===== config.mk =====
export PLATFORM = sky130hd
export DESIGN_NAME = fifo_rd_ctrl
export DESIGN_NICKNAME = d
export VERILOG_FILES = /design/src/rtl/fifo_pkg.sv /design/src/rtl/fifo_ptr_sync.sv /design/src/rtl/fifo_rd_ctrl.sv
export SDC_FILE = /design/constraint.sdc
export NUM_CORES = 1
export LEC_CHECK = 0
export BUFFER_PORTS_ARGS = -buffer_cell sky130_fd_sc_hd__buf_2
export CORE_MARGIN = 2
export CORE_UTILIZATION = 35
export DETAILED_ROUTE_END_ITERATION = 10
export GPL_ROUTABILITY_DRIVEN = 0
export SLEW_MARGIN = 20
export SYNTH_ARGS = -nofsm -noshare
export SYNTH_HDL_FRONTEND = slang
export SYNTH_SLANG_ARGS = --single-unit
export TNS_END_PERCENT = 100

===== constraint.sdc =====
create_clock -name r_clk -period 4.6 [get_ports r_clk]
set_clock_uncertainty 0.05 [all_clocks]
set_input_delay 0.46 -clock r_clk [delete_from_list [all_inputs] [get_ports r_clk]]
set_output_delay 0.46 -clock r_clk [all_outputs]
set_load 0.01 [all_outputs]

===== src/rtl/fifo_pkg.sv =====
// Shared definitions for the dual-clock FIFO: default sizes, pointer type and
// Gray/binary conversion helpers used by both the read and write controllers.
package fifo_pkg;

  localparam int WIDTH_DEF = 8;
  localparam int DEPTH_DEF = 8;
  localparam int PTR_WIDTH = $clog2(DEPTH_DEF);

  typedef logic [PTR_WIDTH:0] ptr_t;

  // Helpers work on a 32-bit container so any pointer width up to 32 fits;
  // callers zero-extend in and truncate out.
  function automatic logic [31:0] bin2gray(input logic [31:0] b);
    return b ^ (b >> 1);
  endfunction

  function automatic logic [31:0] gray2bin(input logic [31:0] g);
    logic [31:0] b;
    b = g;
    for (int i = 1; i < 32; i++) begin
      b = b ^ (g >> i);
    end
    return b;
  endfunction

endpackage


===== src/rtl/fifo_ptr_sync.sv =====
// Two-flop synchroniser for a Gray-coded pointer crossing into the local clock.
module fifo_ptr_sync #(
  parameter int W = 4
) (
  input  logic         clk,
  input  logic         rst,
  input  logic [W-1:0] d_in,
  output logic [W-1:0] q_out
);

  logic [W-1:0] meta_q;
  logic [W-1:0] sync_q;

  always_ff @(posedge clk) begin
    if (rst) begin
      meta_q <= '0;
      sync_q <= '0;
    end else begin
      meta_q <= d_in;
      sync_q <= meta_q;
    end
  end

  assign q_out = sync_q;

endmodule


===== src/rtl/fifo_rd_ctrl.sv =====
// Read-side FIFO controller: synchronises the write pointer, issues RAM reads
// and presents the words as a valid/ready stream through a 2-entry buffer.
module fifo_rd_ctrl
  import fifo_pkg::*;
#(
  parameter int WIDTH     = WIDTH_DEF,
  parameter int DEPTH     = DEPTH_DEF,
  parameter int PTR_WIDTH = $clog2(DEPTH)
) (
  input  logic                 r_clk,
  input  logic                 r_rst,
  input  logic [PTR_WIDTH:0]   wptr_gray_async,
  output logic [PTR_WIDTH:0]   rptr_gray,
  output logic                 mem_rd_en,
  output logic [PTR_WIDTH-1:0] mem_rd_addr,
  input  logic [WIDTH-1:0]     mem_rd_data,
  output logic                 empty,
  output logic [PTR_WIDTH:0]   rd_level,
  output logic [WIDTH-1:0]     data_out,
  output logic                 out_valid,
  input  logic                 out_ready
);

  typedef logic [PTR_WIDTH:0] lptr_t;

  lptr_t            wptr_sync;
  lptr_t            wptr_sync_bin;
  lptr_t            rptr_bin_q, rptr_bin_d;
  lptr_t            rptr_gray_q, rptr_gray_d;
  logic             rd_flight_q, rd_flight_d;
  logic [1:0]       buf_count_q, buf_count_d;
  logic [WIDTH-1:0] buf0_q, buf0_d;
  logic [WIDTH-1:0] buf1_q, buf1_d;
  logic [2:0]       credit;
  logic             issue;
  logic             push;
  logic             pop;

  fifo_ptr_sync #(.W(PTR_WIDTH + 1)) u_wptr_sync (
    .clk   (r_clk),
    .rst   (r_rst),
    .d_in  (wptr_gray_async),
    .q_out (wptr_sync)
  );

  assign wptr_sync_bin = lptr_t'(gray2bin(32'(wptr_sync)));
  assign empty         = (rptr_gray_q == wptr_sync);
  assign rd_level      = wptr_sync_bin - rptr_bin_q;

  assign out_valid = (buf_count_q != 2'd0);
  assign data_out  = buf0_q;
  assign pop       = out_valid && out_ready;
  assign push      = rd_flight_q;

  // A slot freed by this cycle's pop counts as available, which is what lets
  // the loop sustain one word per clock without ever exceeding two outstanding.
  always_comb begin
    credit = {1'b0, buf_count_q} + {2'b00, rd_flight_q} - {2'b00, pop};
    issue  = !empty && (credit < 3'd2);
  end

  assign mem_rd_en   = issue;
  assign mem_rd_addr = rptr_bin_q[PTR_WIDTH-1:0];
  assign rptr_gray   = rptr_gray_q;

  always_comb begin
    rptr_bin_d  = rptr_bin_q;
    rptr_gray_d = rptr_gray_q;
    rd_flight_d = issue;
    if (issue) begin
      rptr_bin_d  = rptr_bin_q + lptr_t'(1);
      rptr_gray_d = lptr_t'(bin2gray(32'(rptr_bin_q + lptr_t'(1))));
    end
  end

  always_comb begin
    buf0_d      = buf0_q;
    buf1_d      = buf1_q;
    buf_count_d = buf_count_q;
    case ({push, pop})
      2'b10: begin
        if (buf_count_q == 2'd0) buf0_d = mem_rd_data;
        else                     buf1_d = mem_rd_data;
        buf_count_d = buf_count_q + 2'd1;
      end
      2'b01: begin
        buf0_d      = buf1_q;
        buf_count_d = buf_count_q - 2'd1;
      end
      2'b11: begin
        if (buf_count_q == 2'd1) begin
          buf0_d = mem_rd_data;
        end else begin
          buf0_d = buf1_q;
          buf1_d = mem_rd_data;
        end
      end
      default: ;
    endcase
  end

  always_ff @(posedge r_clk) begin
    if (r_rst) begin
      rptr_bin_q  <= '0;
      rptr_gray_q <= '0;
      rd_flight_q <= 1'b0;
      buf_count_q <= 2'd0;
      buf0_q      <= '0;
      buf1_q      <= '0;
    end else begin
      rptr_bin_q  <= rptr_bin_d;
      rptr_gray_q <= rptr_gray_d;
      rd_flight_q <= rd_flight_d;
      buf_count_q <= buf_count_d;
      buf0_q      <= buf0_d;
      buf1_q      <= buf1_d;
    end
  end

endmodule


Word level (Yosys, flattened, before mapping):

Index checks and enable logic that the tools add are counted.

* register bits after elaboration: 35
* input port bits: 15
* output and inout bits: 22
* word-level logic and storage cells: 45

* $add $sub $neg: 7
* order comparisons: 1
* equal/unequal tests: 8
* mux-type cells: 7
* bitwise logic cells: 4
* reductions and logical operators: 10

Operators with widths (number)
* 2-to-1 mux 8 bit: 4
* one-hot mux 8 bit (3 select lines): 1
* one-hot mux 8 bit (2 select lines): 1
* != test 2 bit, second input constant: 3
* nonzero test 2 bit: 3
* adder 4 x 1 -> 5 bit, second input constant: 1
* adder 4 x 1 -> 4 bit, second input constant: 1
* equality test 2 x 1 -> 1 bit, second input constant: 2
* equality test 2 bit, second input constant: 2
* equality test 4 bit: 1
* one-hot mux 2 bit (2 select lines): 1
* subtractor 4 bit: 1
* bitwise XOR 4 x 1 -> 4 bit: 1
* bitwise XOR 4 x 2 -> 4 bit: 1
* bitwise XOR 4 x 3 -> 4 bit: 1
* bitwise XOR 4 bit: 1
* adder 2 x 1 -> 3 bit: 1
* less-than comparator 3 x 2 -> 1 bit, second input constant: 1
* AND reduction 3 bit: 1
* nonzero test 3 bit: 1
* subtractor 3 x 1 -> 3 bit: 1
* adder 2 x 1 -> 2 bit, second input constant: 1
* logical AND 1 bit: 2
* logical NOT 2 bit: 1
* other kinds (3): 3

Logic depth before layout (Yosys ltp):

Gate-level depths: netlist of the first run.

* word-level depth: 5
* mapped depth: 11
* gate-level depth less buffers: 10

By module:

From an unflattened synthesis of the first run, not the netlist that was laid out.

* cell total of the unflattened synthesis: 181
* area, all modules: 1697.9 um^2

Modules (own cells, without submodules)
* fifo_rd_ctrl: instances 1, cells an instance 165, area an instance 1487.7 um^2, sequential area each 540.5 um^2
* fifo_ptr_sync: instances 1, cells an instance 16, area an instance 210.2 um^2, sequential area each 160.2 um^2

Worst setup path before layout of the first run:

No wires, ideal clock.

* path kind: reg-to-reg
* start: reg buf_count_q[1]
* end: reg rptr_bin_q[3]
* library setup time: 121 ps
* arrival time: 2597 ps
* required time: 4429 ps
* path slack: 1831 ps
* stages on the path, launching flop included: 12
* path buffers: 1
* period minus slack after synthesis: 2769 ps
* path through: dfxtp_1 > inv_1 > ha_1 > nor2b_1 > ha_1 > nand2b_1 > fa_1 > xnor2_1 > and2_1 > clkbuf_2 > and4_2 > mux2_4

* cells in the longest elaborated chain, start to end: 5
* elaborated cells on any way between the ends: 6
* those cells by class: add/sub (2); order compare (1); reduce/logical (3)

RTL lines
* from (decl): line fifo_rd_ctrl.sv:31 `logic [1:0] buf_count_q, buf_count_d;`
* from (signal assigned): line fifo_rd_ctrl.sv:114 `buf_count_q <= buf_count_d;`
* branches (longest 2 deep; another with adder 2 x 1 -> 3 bit)
* subtractor 3 x 1 -> 3 bit *: line fifo_rd_ctrl.sv:58 `credit = {1'b0, buf_count_q} + {2'b00, rd_flight_q} - {2'b00, pop};`
* less-than comparator 3 x 2 -> 1 bit *: line fifo_rd_ctrl.sv:59 `issue = !empty && (credit < 3'd2);`
* logical AND 1 bit *: line fifo_rd_ctrl.sv:59
* to (signal assigned): line fifo_rd_ctrl.sv:111 `rptr_bin_q <= rptr_bin_d;`
* to (decl): line fifo_rd_ctrl.sv:28 `lptr_t rptr_bin_q, rptr_bin_d;`

Mark *: on every way between the ends.
A chain may end at the register's enable or synchronous reset.

Worst setup path after layout of the first run:

* start: reg buf_count_q[1]
* end: out mem_rd_en

* cells in the longest elaborated chain, start to end: 5
* elaborated cells on any way between the ends: 6
* those cells by class: add/sub (2); order compare (1); reduce/logical (3)

RTL lines
* branches (longest 2 deep; another with adder 2 x 1 -> 3 bit)
* subtractor 3 x 1 -> 3 bit *: line fifo_rd_ctrl.sv:58
* less-than comparator 3 x 2 -> 1 bit *: line fifo_rd_ctrl.sv:59
* logical AND 1 bit *: line fifo_rd_ctrl.sv:59
* to (decl): line fifo_rd_ctrl.sv:14 `output logic mem_rd_en,`

Marks and branches as above.

==> metrics.txt, run 1 <==
Setup crit start=buf_count_q[1]$_SDFFE_PP0N_; Post-DRT Antenna Nets=0; first-pass GRT wire length=5590 um; MaxCap Viol Count=0; worst hold stages=2; Synth Area per Inst=9.49 um2; # hold bufs at CTS=0; fin crit period=3.18 ns; initial core utilization=36.3%; final net count=242; # clock sinks=35; initial antenna violation count=0; routed wire length per instance=12.0 um; IO Count=37; Root Buffer=clkbuf_8; CTS tree=built; Initial DRC Count=79; syn nets=208; startpoint of the worst register-to-register path=buf_count_q[1]$_SDFFE_PP0N_; Worst Path Arrival=2.67 ns; Synth Instances=182; CTS resizes=0; worst slew pin tran=0.673 ns; cell count of the worst reg-to-reg path=10; clock slew at reported path FFs=0.06 ns; DR vias=1321; PwrDens=542 mW/mm2; Post-Place Cells=276; layout cell share with drive strength beyond 1=22.8%; crit path launch type=flop; Die ar.=0.00551 mm2; status=completed; H-tree lvl count=2; area added between synthesis and finish=16.7%; Worst setup EP type=output pin; Die Wd=74.2 um; GRT Total Usage=13.4%; required time worst endpoint=4.09 ns; Vias/cell=4.68; RSZ-0062 raised after global routing=false; Worst slew margin=54.9%; Tcrit/Tclk final=69.0%; leakage=0.894 nW; ys flop type=dfxtp_1; CTS Buf Count=5; Fin. Hold Viols=0; routed wire length=3390 um; Setup Viol. Count Final=0; yosys warns=0; Core Rows=25; largest net degree at the start of global routing=38; Fin Setup TNS=0 ns; library cells used by synthesis=36; DRC errors left=0; Slew Viols, Final=0; Post-CTS Setup Bufs=0; Post-Syn Area=0.00173 mm2; flop-to-flop setup slack=1.64 ns; drt pass-1 iters=6; r2r endpoint=rptr_bin_q[3]$_SDFFE_PP0P_; final non-filler cell total=282; worst setup path end=mem_rd_en; CP max FO=9; DP Wirelength=2310 um; asr flop ratio synth=0%; vias in the first global route=1210; maximum vdd drop=0.273 mV; FF+latch count, synth=35; Hold Path Class=input pin to flop; Ant. Diodes=0; core footprint=0.00475 mm2; EDFF count, synth=0; GRT overflow=0; Die Span Y=74.2 um; max frequency=0.315 GHz; critical path class=flop to output pin; Seq/Total Area, Yosys=40.6%; clk_lat worst skew=0.27 ns; PortBufs=36; clock tree buffer depth=2
## sequential cells by signal, summed over array words and instances (netlist names)
| name | count |
|---|---|
| u_wptr_sync.q_out | 4 |
| rptr_gray | 4 |
| u_wptr_sync.meta_q | 4 |
| rptr_bin_q | 4 |
| buf1_q | 8 |
| buf_count_q | 2 |
| push | 1 |
| data_out | 8 |
## worst min-delay path by stage
stage / startpoint / end / slack, ns
finish: wptr_gray_async[0] / u_wptr_sync.meta_q[0]$_SDFF_PP0_ / 0.34
global route: wptr_gray_async[1] / u_wptr_sync.meta_q[1]$_SDFF_PP0_ / 0.34
CTS: wptr_gray_async[1] / u_wptr_sync.meta_q[1]$_SDFF_PP0_ / 0.33
detailed placement: u_wptr_sync.meta_q[2]$_SDFF_PP0_ / u_wptr_sync.q_out[2]$_SDFF_PP0_ / 0.37
global placement: u_wptr_sync.meta_q[2]$_SDFF_PP0_ / u_wptr_sync.q_out[2]$_SDFF_PP0_ / 0.37
floorplan: u_wptr_sync.meta_q[0]$_SDFF_PP0_ / u_wptr_sync.q_out[0]$_SDFF_PP0_ / 0.36
## metrics by stage
step | power, W | hold slack (ns) | cell area [um2] | utilization (%) | setup WS, ns
6_report | 0.00109 | 0.341 | 2020 | 42.4 | 1.42
3_3_place_gp | 0.000899 | 0.370 | 1940 | 40.9 | 1.72
2_1_floorplan | 0.000779 | 0.364 | 1730 | - | 1.83
4_1_cts | 0.00111 | 0.330 | 2020 | 42.4 | 1.39
3_5_place_dp | 0.000907 | 0.370 | 1940 | 40.9 | 1.66
5_1_grt | 0.00119 | 0.343 | 2020 | 42.4 | 1.14
## layout make-up
type	count	area (um2)
clock buffer	6	72.6
fill	504	2740
inverter	12	47.5
multi-input combinational	126	931
sequential	35	701
tap	67	83.8
timing repair buffer	36	180
## worst max-delay path, cell delays in order (launching register included)
cell	delay, ns
dfxtp_1	0.39
inv_1	0.09
ha_1	0.22
nor2b_1	0.20
ha_1	0.31
nand2b_1	0.18
fa_1	0.38
xnor2_1	0.18
nand2_1	0.19
nor2_1	0.12
buf_2	0.13
## synth_stat cells (all sizes together) (3+ instances only)
| master | number | area (um2) |
|---|---|---|
| inv | 12 | 47.6 |
| xor2 | 5 | 43.8 |
| o21ai | 8 | 43.8 |
| a22oi | 8 | 60.1 |
| a211oi | 9 | 67.6 |
| xnor2 | 13 | 114 |
| nand3 | 4 | 20.0 |
| nor2b | 9 | 56.3 |
| a21oi | 7 | 35.0 |
| ha | 9 | 113 |
| dfxtp | 35 | 701 |
| nor2 | 23 | 86.3 |
| buf | 4 | 27.5 |
| clkbuf | 5 | 20.0 |
| mux2i | 8 | 80.1 |
| nand2 | 3 | 11.3 |
## layout by cell type, fill, tap and decap left out, drive strengths merged, types with 7 or more instances in the layout
| cell | instances |
|---|---|
| dfxtp | 35 |
| o21ai | 8 |
| ha | 9 |
| inv | 12 |
| a211oi | 9 |
| nor2b | 9 |
| xnor2 | 13 |
| a21oi | 7 |
| buf | 36 |
| mux2i | 8 |
| a22oi | 8 |
| nor2 | 23 |
## cells by family after synthesis
kind of cell | after synthesis | synth area share [%]
AND/OR/NAND/NOR | 49 | 14.8
AO/OA/AOI/OAI | 38 | 14.8
flip-flops | 35 | 40.6
buffers and inverters | 21 | 5.51
XOR/XNOR | 18 | 9.13
adder cells (fa/ha/maj) | 11 | 8.84
multiplexers | 10 | 6.38
## routing by layer
metal	vias to the layer above	global-route usage, %	part of all wire, %	wire, um
met4	0	5.36	1.8	61
met1	601	15.8	46	1550
met3	6	4.74	6.0	203
li1	679	-	-	-
met5	-	0	0	0
met2	35	22.1	46	1570
## power by group
| group | total [W] | switching [W] | leakage [nW] | internal, W |
|---|---|---|---|---|
| registers | 0.000427 | 0.0000497 | 0.287 | 0.000377 |
| logic | 0.000468 | 0.000270 | 0.570 | 0.000197 |
| clock network | 0.000197 | 0.0000965 | 0.0371 | 0.000101 |
No activity file was read; power rests on OpenSTA's default activity.
==> inputs of run 2 (changes only) <==
- clock period: 4.6 -> 3.05 ns (I/O delays scaled with it)
==> metrics.txt, run 2 (synthesized netlist as in run 1, its figures left out) <==
Worst slew margin=56.3% (was 54.9%); leakage=0.913 nW (was 0.894 nW); crit path launch type=flop (unchanged); met2 wire len=1500 um (was 1570 um); Root Buffer=clkbuf_8 (unchanged); initial antenna violation count=0 (unchanged); Top Family by Delay on Critical Path=adder cells (unchanged); GRT Total Usage=12.9% (was 13.4%); filler cell count=507 (was 504); commonest non-fill, non-tap cell in the layout=buf_2 (unchanged); Fin Setup TNS=0 ns (unchanged); Die ar.=0.00551 mm2 (unchanged); Die Wd=74.2 um (unchanged); DP Wirelength=2360 um (was 2310 um); clock tree buffer depth=2 (unchanged); DR WL met3=203 um (unchanged); Max stage delay cell, worst path=fa_1 (was dfxtp_1); final non-filler cell total=283 (was 282); # hold bufs at CTS=0 (unchanged); CP max FO=9 (unchanged); status=completed (unchanged); Post-CTS Setup Bufs=0 (unchanged); worst slew pin tran=0.655 ns (was 0.673 ns); Initial DRC Count=65 (was 79); routed wire length per instance=11.7 um (was 12.0 um); fin crit period=2.82 ns; Vias/cell=4.69 (was 4.68); clock slew at reported path FFs=0.06 ns (about the same); Post-DRT Antenna Nets=0 (unchanged); commonest non-fill, non-tap cells in the layout=buf_2 (36), dfxtp_1 (33), nor2_1 (23) (was buf_2 (36), dfxtp_1 (35), nor2_1 (23)); Fin. Hold Viols=0 (unchanged); vias in the first global route=1224 (was 1210); maximum vdd drop=0.486 mV (was 0.273 mV); Worst Hold Launch=wptr_gray_async[0] (unchanged); DR vias=1326 (was 1321); CP cell instances=inv_1 -> ha_1 -> nor2b_4 -> ha_4 -> nand2b_1 -> fa_1 -> xnor2_2 -> nand2_2 -> nor2_1 -> buf_2 (was inv_1 -> ha_1 -> nor2b_1 -> ha_1 -> nand2b_1 -> fa_1 -> xnor2_1 -> nand2_1 -> nor2_1 -> buf_2); Worst setup EP type=output pin (unchanged); Setup Viol. Count Final=0 (unchanged); Post-Place Cells=276 (unchanged); required time worst endpoint=2.69 ns (was 4.09 ns); Sequential Area=703 um2 (was 701 um2); critical path class=flop to output pin (unchanged); PortBufs=36 (unchanged); DRC errors left=0 (unchanged); Tcrit/Tclk final=92.4%; highest routed layer=met4 (unchanged); Core Rows=25 (unchanged); Ant. Diodes=0 (unchanged); # clock sinks=35 (unchanged); Multi-input gate area=961 um2 (was 931 um2); max frequency=0.355 GHz; max incr delay on CP=0.41 ns (was 0.39 ns); CTS tree=built (unchanged); largest net degree at the start of global routing=38 (unchanged); area added between synthesis and finish=19.5% (was 16.7%); startpoint of the worst register-to-register path=buf_count_q[1]$_SDFFE_PP0N_ (unchanged); layout cell share with drive strength beyond 1=26.4% (was 22.8%); initial core utilization=36.3% (unchanged); Metal-1 WL=1560 um (was 1550 um); IO Count=37 (unchanged); Slew Viols, Final=0 (unchanged); GRT overflow=0 (unchanged); drt pass-1 iters=4 (was 6); MaxCap Viol Count=0 (unchanged); Worst Path Buf+Inv=2 (unchanged); first-pass GRT wire length=5600 um (was 5590 um); CTS Buf Count=5 (unchanged); final net count=242 (unchanged); H-tree lvl count=2 (unchanged); core footprint=0.00475 mm2 (unchanged); clk_lat worst skew=0.28 ns (was 0.27 ns); PwrDens=831 mW/mm2 (was 542 mW/mm2); Die Span Y=74.2 um (unchanged); Hold Path Class=input pin to flop (unchanged); Worst Path Arrival=2.46 ns (was 2.67 ns); Setup crit start=buf_count_q[1]$_SDFFE_PP0N_ (unchanged); RSZ-0062 raised after global routing=false (unchanged); routed wire length=3300 um (was 3390 um); final core occ=43.4% (was 42.4%)
[run 2: worst paths after layout]
check / end / cells after the start / slack, ns
worst max-delay path: mem_rd_en / 10 / 0.23
worst min-delay path: u_wptr_sync.meta_q[0]$_SDFF_PP0_ / 2 / 0.19
worst max register to register: rptr_bin_q[3]$_SDFFE_PP0P_ / 10 / 0.25
worst min register to register: u_wptr_sync.q_out[3]$_SDFF_PP0_ / 1 / 0.39
[run 2: final cells by class]
cell class / count / share of cell area [%]
clock buffers: 6 / 4.00
repair buffers: 36 / 8.73
clock inverters: 1 / 0.243
flip-flops and latches: 35 / 34.1
multi-input cells: 126 / 46.6
well taps: 67 / 4.06
inverters: 12 / 2.30
[run 2: stage by stage]
step           hold WS [ns]  worst slack, ns  cell area, um2  total power, W
5_1_grt               0.200           0.0434            2060         0.00187
4_1_cts               0.185           0.0217            2030         0.00171
2_1_floorplan         0.364            0.281            1730         0.00118
3_3_place_gp          0.373            0.177            1940         0.00136
6_report              0.192            0.232            2060         0.00171
3_5_place_dp          0.374            0.116            1940         0.00137
[run 2: power breakdown]
part           internal, W  switching (W)  leakage (nW)
clock network     0.000177       0.000155        0.0470
logic             0.000320       0.000415         0.578
registers         0.000570      0.0000772         0.287
total              0.00107       0.000647         0.913
[run 2: timing repair]
item / 4_1_cts / 5_1_grt
setup endpoints to repair: 1 / 3
gates cloned: 0 / 0
pin swaps: 0 / 1
gates resized for setup: 1 / 6
[run 2: metal layers]
layer / up-vias / GRT usage (%)
li1: 681 / -
met1: 606 / 17.4
met2: 35 / 20.0
met4: 0 / 3.57
met5: - / 0
met3: 4 / 4.07
==> inputs of run 3 (changes only) <==
- clock period: 3.05 -> 3.01 ns (I/O delays scaled with it)
==> metrics.txt, run 3 (synthesized netlist as in run 1, its figures left out) <==
critical path class=flop to output pin (unchanged); Setup Viol. Count Final=0 (unchanged); Worst Path Buf+Inv=2 (unchanged); status=completed (unchanged); maximum vdd drop=0.422 mV (was 0.486 mV); Vias/cell=4.66 (was 4.69); clock tree buffer depth=2 (unchanged); clk_lat worst skew=0.27 ns (was 0.28 ns); Initial DRC Count=26 (was 65); commonest non-fill, non-tap cells in the layout=buf_2 (36), dfxtp_1 (34), nor2_1 (23) (was buf_2 (36), dfxtp_1 (33), nor2_1 (23)); Slew Viols, Final=0 (unchanged); worst slew pin tran=0.669 ns (was 0.655 ns); PortBufs=36 (unchanged); Worst Path Arrival=2.47 ns (was 2.46 ns); H-tree lvl count=2 (unchanged); GRT overflow=0 (unchanged); core footprint=0.00475 mm2 (unchanged); Root Buffer=clkbuf_8 (unchanged); Tcrit/Tclk final=93.6%; Fin Setup TNS=0 ns (unchanged); area added between synthesis and finish=19.9% (was 19.5%); Die Wd=74.2 um (unchanged); Post-Place Cells=276 (unchanged); CTS tree=built (unchanged); CTS Buf Count=5 (unchanged); Top Family by Delay on Critical Path=adder cells (unchanged); CP max FO=5 (was 9); Post-DRT Antenna Nets=0 (unchanged); Setup WS pre-CTS=0.0917 ns (was 0.116 ns); first-pass GRT wire length=5590 um (was 5600 um); MaxCap Viol Count=0 (unchanged); crit path launch type=flop (unchanged); initial antenna violation count=0 (unchanged); DRC errors left=0 (unchanged); Die Span Y=74.2 um (unchanged); Fin. Hold Viols=0 (unchanged); routed wire length per instance=11.5 um (was 11.7 um); max frequency=0.355 GHz; Ant. Diodes=0 (unchanged); IO Count=37 (unchanged); Hold Path Class=input pin to flop (unchanged); leakage=0.922 nW (was 0.913 nW); required time worst endpoint=2.66 ns (was 2.69 ns); RSZ-0062 raised after global routing=false (unchanged); commonest non-fill, non-tap cell in the layout=buf_2 (unchanged); initial core utilization=36.3% (unchanged); vias in the first global route=1225 (was 1224); # clock sinks=35 (unchanged); Worst setup EP type=output pin (unchanged); routed wire length=3290 um (was 3300 um); cell mode on critical path=ha_1; drt pass-1 iters=4 (unchanged); final setup margin=0.192 ns (was 0.232 ns); largest net degree at the start of global routing=38 (unchanged); fin crit period=2.82 ns; CP cell instances=inv_1 -> ha_1 -> nor2b_2 -> ha_1 -> nand2b_1 -> fa_2 -> xnor2_2 -> nand2_2 -> nor2_1 -> buf_2 (was inv_1 -> ha_1 -> nor2b_4 -> ha_4 -> nand2b_1 -> fa_1 -> xnor2_2 -> nand2_2 -> nor2_1 -> buf_2); layout cell share with drive strength beyond 1=27.4% (was 26.4%); final net count=245 (was 242); DR vias=1333 (was 1326); Worst slew margin=55.4% (was 56.3%); max incr delay on CP=0.39 ns (was 0.41 ns); PwrDens=858 mW/mm2 (was 831 mW/mm2); Core Rows=25 (unchanged); DP Wirelength=2320 um (was 2360 um); Die ar.=0.00551 mm2 (unchanged); final non-filler cell total=286 (was 283); Max stage delay cell, worst path=dfxtp_1 (was fa_1); GRT Total Usage=13.0% (was 12.9%); clock slew at reported path FFs=0.07 ns (was 0.06 ns)
[run 3: final cells by class]
cell class | count | area, um2
clock buffer | 6 | 82.6
clock inverter | 1 | 5.00
fill | 513 | 2680
inverter | 12 | 47.5
multi-input combinational | 126 | 947
sequential | 35 | 702
tap | 67 | 83.8
timing repair buffer | 39 | 203
[run 3: routing by layer]
metal  vias up  global-route usage (%)  wire, um
met3         2                    4.34       212
met5         -                       0         0
li1        689                       -         -
met4         0                    4.56        20
met2        33                    20.4      1490
met1       609                    16.8      1560
[run 3: final timing paths]
| kind | startpoint | end | slack [ns] | cells past startpoint |
|---|---|---|---|---|
| worst max-delay path | buf_count_q[0]$_SDFFE_PP0N_ | mem_rd_en | 0.19 | 10 |
| worst min-delay path | wptr_gray_async[0] | u_wptr_sync.meta_q[0]$_SDFF_PP0_ | 0.18 | 2 |
| worst max register to register | buf_count_q[0]$_SDFFE_PP0N_ | rptr_bin_q[3]$_SDFFE_PP0P_ | 0.22 | 10 |
| worst min register to register | u_wptr_sync.meta_q[0]$_SDFF_PP0_ | u_wptr_sync.q_out[0]$_SDFF_PP0_ | 0.39 | 1 |
[run 3: per-stage QoR]
stage | total power [W] | hold WS, ns | utilization (%) | cell area [um2]
global route | 0.00193 | 0.193 | 43.6 | 2070
detailed placement | 0.00138 | 0.374 | 40.9 | 1940
floorplan | 0.00119 | 0.364 | - | 1730
finish | 0.00178 | 0.183 | 43.6 | 2070
CTS | 0.00173 | 0.168 | 42.8 | 2030
global placement | 0.00138 | 0.374 | 40.9 | 1940
[run 3: what timing repair did]
action | CTS | global route
hold buffers | 0 | 0
setup endpoints to repair | 1 | 3
pin swaps | 0 | 2
resized for setup | 1 | 5
gates cloned | 0 | 0
buffers inserted | 0 | 3
[run 3: where the power goes]
group | leakage (nW) | switching, W | internal (W) | total (W)
combinational | 0.588 | 0.000425 | 0.000362 | 0.000787
sequential | 0.287 | 0.0000791 | 0.000577 | 0.000656
clock | 0.0470 | 0.000155 | 0.000179 | 0.000334
total | 0.922 | 0.000659 | 0.00112 | 0.00178
[run 3: worst reg2reg max path, stage by stage (launching register included)]
cell      delay (ns)
dfxtp_1         0.39
inv_1           0.06
ha_1            0.23
nor2b_2         0.17
ha_1            0.29
nand2b_1        0.18
fa_2            0.36
xnor2_2         0.19
and2_2          0.23
and4_2          0.25
mux2_4          0.29
